$ cat src/rtl/cpu_reg_pc_stage.sv
// A/D/PC register stage of the LittleComputer datapath, with run control:
// IDLE until start, RUN until a "jump to self" halt idiom, then HALTED until reset.
module cpu_reg_pc_stage #(
    parameter int               WIDTH    = 16,
    parameter logic [WIDTH-1:0] RESET_PC = '0
) (
    input  logic             clk,
    input  logic             rst_n,
    input  logic             start,
    input  logic             stall,
    input  logic [WIDTH-1:0] mux_out,
    input  logic [WIDTH-1:0] alu_out,
    input  logic             zr,
    input  logic             ng,
    input  logic             is_c,
    input  logic             load_a,
    input  logic             load_d,
    input  logic [2:0]       jmp,
    output logic [WIDTH-1:0] a_out,
    output logic [WIDTH-1:0] d_out,
    output logic [WIDTH-1:0] pc_out,
    output logic             running,
    output logic             halted
);

    // Interface contract: there is no valid/ready handshake here. Every input is
    // sampled on each rising edge; updates happen only when upd = RUN & ~stall.

    typedef enum logic [1:0] {
        ST_IDLE    = 2'd0,
        ST_RUN     = 2'd1,
        ST_HALTED  = 2'd2
    } state_t;

    state_t           state_q, state_d;
    logic [WIDTH-1:0] a_q, a_d;
    logic [WIDTH-1:0] d_q, d_d;
    logic [WIDTH-1:0] pc_q, pc_d;
    logic             running_q, halted_q;

    logic upd;
    logic take;
    logic halt_hit;

    always_comb begin
        upd      = (state_q == ST_RUN) & ~stall;
        take     = is_c & ((jmp[2] & ng) | (jmp[1] & zr) | (jmp[0] & ~ng & ~zr));
        // Unconditional jump whose target is the jump itself: the program's end.
        halt_hit = upd & take & (jmp == 3'b111) & (a_q == pc_q);

        state_d = state_q;
        a_d     = a_q;
        d_d     = d_q;
        pc_d    = pc_q;

        case (state_q)
            ST_IDLE:   if (start) state_d = ST_RUN;
            ST_RUN:    if (halt_hit) state_d = ST_HALTED;
            default:   state_d = state_q;
        endcase

        if (upd) begin
            if (load_a) a_d = mux_out;
            if (load_d) d_d = alu_out;
            // Jump target is the pre-edge A value, even when A loads this edge.
            if (!halt_hit) pc_d = take ? a_q : pc_q + WIDTH'(1);
        end
    end

    always_ff @(posedge clk or negedge rst_n) begin
        if (!rst_n) begin
            state_q   <= ST_IDLE;
            a_q       <= '0;
            d_q       <= '0;
            pc_q      <= RESET_PC;
            running_q <= 1'b0;
            halted_q  <= 1'b0;
        end else begin
            state_q   <= state_d;
            a_q       <= a_d;
            d_q       <= d_d;
            pc_q      <= pc_d;
            running_q <= (state_d == ST_RUN);
            halted_q  <= (state_d == ST_HALTED);
        end
    end

    assign a_out   = a_q;
    assign d_out   = d_q;
    assign pc_out  = pc_q;
    assign running = running_q;
    assign halted  = halted_q;

endmodule

$ cat config.mk
export PLATFORM = sky130hd
export DESIGN_NAME = cpu_reg_pc_stage
export DESIGN_NICKNAME = d
export VERILOG_FILES = /design/src/rtl/cpu_reg_pc_stage.sv
export SDC_FILE = /design/constraint.sdc
export NUM_CORES = 1
export LEC_CHECK = 0
export CAP_MARGIN = 20
export CORE_UTILIZATION = 48
export DETAILED_ROUTE_END_ITERATION = 10
export MAX_ROUTING_LAYER = met4
export PLACE_DENSITY = 0.85
export SLEW_MARGIN = 25
export SYNTH_ARGS = -nofsm -noshare
export SYNTH_HDL_FRONTEND = slang
export SYNTH_SLANG_ARGS = --single-unit
$ cat constraint.sdc
create_clock -name clk -period 3.7 [get_ports clk]
set_input_delay 0.74 -clock clk [delete_from_list [all_inputs] [get_ports clk]]
set_output_delay 0.74 -clock clk [all_outputs]
set_load 0.02 [all_outputs]
==> metrics.md <==
| Metric | Value |
|---|---|
| Result of the run | complete, no violations |
| Type of the worst min-delay path | in -> async |
| Total area of sequential cells | 1300 sq um |
| Number of DRC markers in iteration 0 | 156 |
| Worst reg2reg path startpoint | pc_out[4]$_DFFE_PN0P_ |
| Detailed-route vias per instance | 5.38 |
| Initial antenna violation count | 0 |
| Relative area change from synthesis to final layout | 42.4% |
| Maximum clock path buffer count | 2 |
| Vias in the first global route | 2,045 |
| Mean area per synthesized cell | 11.0 sq um |
| Sequential share of power | 54.8% |
| Switching power share of the total | 21.1% |
| Ys Warns | 0 |
| Fraction of registers with async set or reset after synthesis | 100% |
| Static Leakage | 1.69 nW |
| Starting density of the core | 50.3% |
| Buffer count from post-CTS setup fixing | 0 |
| Placed cell count | 392 |
| Vertical die dimension | 75.6 um |
| Met2 routed WL | 2960 um |
| Final Setup Violations | 0 |
| Seq/Total Area, Yosys | 50.0% |
| FF+latch count, synth | 52 |
| Multi-input logic area | 1220 sq um |
| Global-route wire length before repair | 10,100 um |
| I/O pin count | 94 |
| Crit-path slowest cell | sky130_fd_sc_hd__or4_4 |
| Highest clock frequency the design can meet | 357 MHz |
| Number of buffers inserted during clock tree synthesis | 5 |
| RSZ-0062 raised after global routing | no |
| Worst-skew pair later-pin latency | 0.30 ns |
| Final setup skew | 0.00693 ns |
| Width of the die | 75.6 um |
| Number of synthesized flops with an enable pin | 0 |
| Top Metal Used | met4 |
| ANT cells | 0 |
| Wire length per cell | 15.6 um |
| Pin count of the biggest net entering global routing | 42 |
| Fin. max-slew vios | 0 |
| Worst R2R Path Depth | 7 |
| Most common cell after layout, fill and taps aside | sky130_fd_sc_hd__clkdlybuf4s50_1 |
| Leading register cell type out of synthesis | sky130_fd_sc_hd__dfrtp_1 |
| Clock period minus final worst setup slack | 2.80 ns |
| Internal Pwr Total | 0.818 mW |
| Number of buffers inserted by hold repair at cts | 0 |
| Post-route non-filler standard cell count | 400 |
| Share of the core filled with cells in the final layout | 71.6% |
| Power density relative to cell area | 280 nW/um^2 |
| CTS tree | built |
| Std-Cell Rows | 26 |
| Met1 layer wirelength in the final routing | 2810 um |
| Setup TNS | 0 ns |
| Overall track demand over capacity in global routing | 24.6% |
| Combinational fraction of design power | 8.2% |
| Clock-pin transition on the worst setup and hold timing paths | 0.09 ns |
| Worst setup path category | in -> reg |
| Fillers | 371 |
| Slew of the pin with the lowest slew margin | 0.759 ns |
| Largest driver fanout on the critical path | 18 |
| Period utilisation layout | 75.7% |
| Depth of the CTS H-tree | 2 |
| Die area | 5710 sq um |
| Number of nets with antenna violations after routing | 0 |
| Category of the worst setup path launch point | primary input |
| Overall routed net length | 6220 um |
| Slew HR | 49.0% |
| Fraction of final layout cells sized beyond drive strength 1 | 9.09% |
| Overall overflow remaining after global route | 0 |
| Input/output buffers | 93 |
| Routed length on met3 | 302 um |
| Post-Synthesis Cells | 236 |
| Nature of the critical path endpoint | flop |
| Placer's final routability congestion estimate | 0.845 |
| Post-detail-place hpwl | 4650 um |
| Data required time of the worst path | 3.90 ns |
| Reg2reg setup slack | 1.31 ns |
| Total Nets Final | 374 |
| Yosys cell types | 41 |
| Max stage delay on crit path | 0.56 ns |
| Number of max-capacitance violations reported | 0 |
| Endpoints failing hold | 0 |
| Total number of vias | 2,153 |
| Crit path arrival time | 3.00 ns |
| Final routed DRC violation total | 0 |
| Clock Tree Root | sky130_fd_sc_hd__clkbuf_8 |
| Destination of the worst register-to-register timing path | pc_out[10]$_DFFE_PN0P_ |
| Syn Std Cell Area | 2600 sq um |
| Leading cell types in the layout, fill and taps excluded | sky130_fd_sc_hd__clkdlybuf4s50_1, sky130_fd_sc_hd__dfrtp_1, sky130_fd_sc_hd__mux2_1, sky130_fd_sc_hd__nand2_1, sky130_fd_sc_hd__a21oi_1 |
| Part of the power in the clock network | 37.0% |
| Resized cells post-CTS | 0 |
| CP Cell Sequence | clkdlybuf4s50_1 -> nor3b_2 -> o21ai_2 -> or4_4 -> o21a_1 -> buf_8 -> a21oi_1 -> a21oi_2 |
| Synth Net Count | 281 |
| Net switching component of the power | 0.218 mW |
| IR drop worst, VDD | 198 uV |
| Num Clock Sinks | 52 |
| CORE AREA | 5170 sq um |
| Pre-antenna DRT Iters | 4 |
[metal layers]
metal,vias up,track usage (%)
met4,0,9.05
met3,16,4.50
met1,1026,33.0
met5,-,-
met2,64,37.5
li1,1047,-
[sequential cells by signal, summed over array words and instances (netlist names)]
name	count
a_out	16
halted	1
state_q	2
d_out	16
running	1
pc_out	16
[power by group through the flow]
stage	Sequential [mW]	Combinational [mW]	Clock, mW
global route	0.568	0.0946	0.413
floorplan	0.579	0.0234	0
finish	0.568	0.0853	0.383
CTS	0.568	0.0860	0.391
detailed placement	0.579	0.0854	0
global placement	0.579	0.0831	0
[worst max-delay path, delay by kind of cell]
| family | cells | cell delay, ns |
|---|---|---|
| AND/OR/NAND/NOR | 2 | 0.78 |
| AO/OA/AOI/OAI | 4 | 0.74 |
| buffers and inverters | 2 | 0.73 |
[cell usage after synthesis (all sizes together), types with 3 or more instances]
| library cell | number | area, sq um |
|---|---|---|
| a21oi | 26 | 168 |
| a22o | 3 | 26.3 |
| and3 | 3 | 18.8 |
| buf | 7 | 46.3 |
| clkbuf | 5 | 18.8 |
| dfrtp | 52 | 1300 |
| inv | 4 | 15.0 |
| mux2 | 31 | 349 |
| nand2 | 21 | 78.8 |
| nand3 | 10 | 55.1 |
| nand4 | 7 | 43.8 |
| nor2 | 6 | 22.5 |
| nor3 | 3 | 15.0 |
| nor4 | 3 | 25.0 |
| o21ai | 13 | 68.8 |
| o22ai | 6 | 37.5 |
| xnor2 | 4 | 35.0 |
| xor2 | 12 | 105 |
[area by class of cell]
class | instances | share of cell area, %
Inverter | 4 | 0.405
Clock buffer | 6 | 1.96
Multi-Input combinational cell | 168 | 32.9
Tap cell | 70 | 2.36
Sequential cell | 52 | 35.1
Timing Repair Buffer | 98 | 26.3
Clock inverter | 2 | 0.946
[logic make-up (layout without fill, tap and decap cells)]
| group | Yosys count | count (layout) | share of synthesized area [%] |
|---|---|---|---|
| compound gates | 57 | 57 | 14.4 |
| fa+ha+maj | 1 | 1 | 0.481 |
| simple gates | 62 | 62 | 12.8 |
| buf+inv | 16 | 110 | 3.08 |
| xor+xnor | 16 | 16 | 5.39 |
| mux | 32 | 32 | 13.8 |
| flops | 52 | 52 | 50.0 |
[per-stage QoR]
stage	setup WS [ns]	hold WS (ns)	power, mW	cell area [sq um]
global placement	0.459	0.465	0.662	3580
CTS	0.895	0.478	1.04	3700
floorplan	1.37	0.437	0.603	2600
detailed placement	0.572	0.466	0.664	3590
finish	0.898	0.404	1.04	3700
global route	0.778	0.443	1.08	3700
[how the worst max path moves through the flow]
stage	end	from	depth (start not counted)	slack, ns
CTS	pc_out[10]$_DFFE_PN0P_	jmp[0]	8	0.90
global placement	pc_out[14]$_DFFE_PN0P_	jmp[0]	6	0.46
finish	pc_out[10]$_DFFE_PN0P_	jmp[0]	8	0.90
detailed placement	pc_out[10]$_DFFE_PN0P_	jmp[0]	8	0.57
global route	pc_out[9]$_DFFE_PN0P_	jmp[0]	8	0.78
floorplan	pc_out[14]$_DFFE_PN0P_	zr	6	1.37
Power figures use the tool's default switching activity.
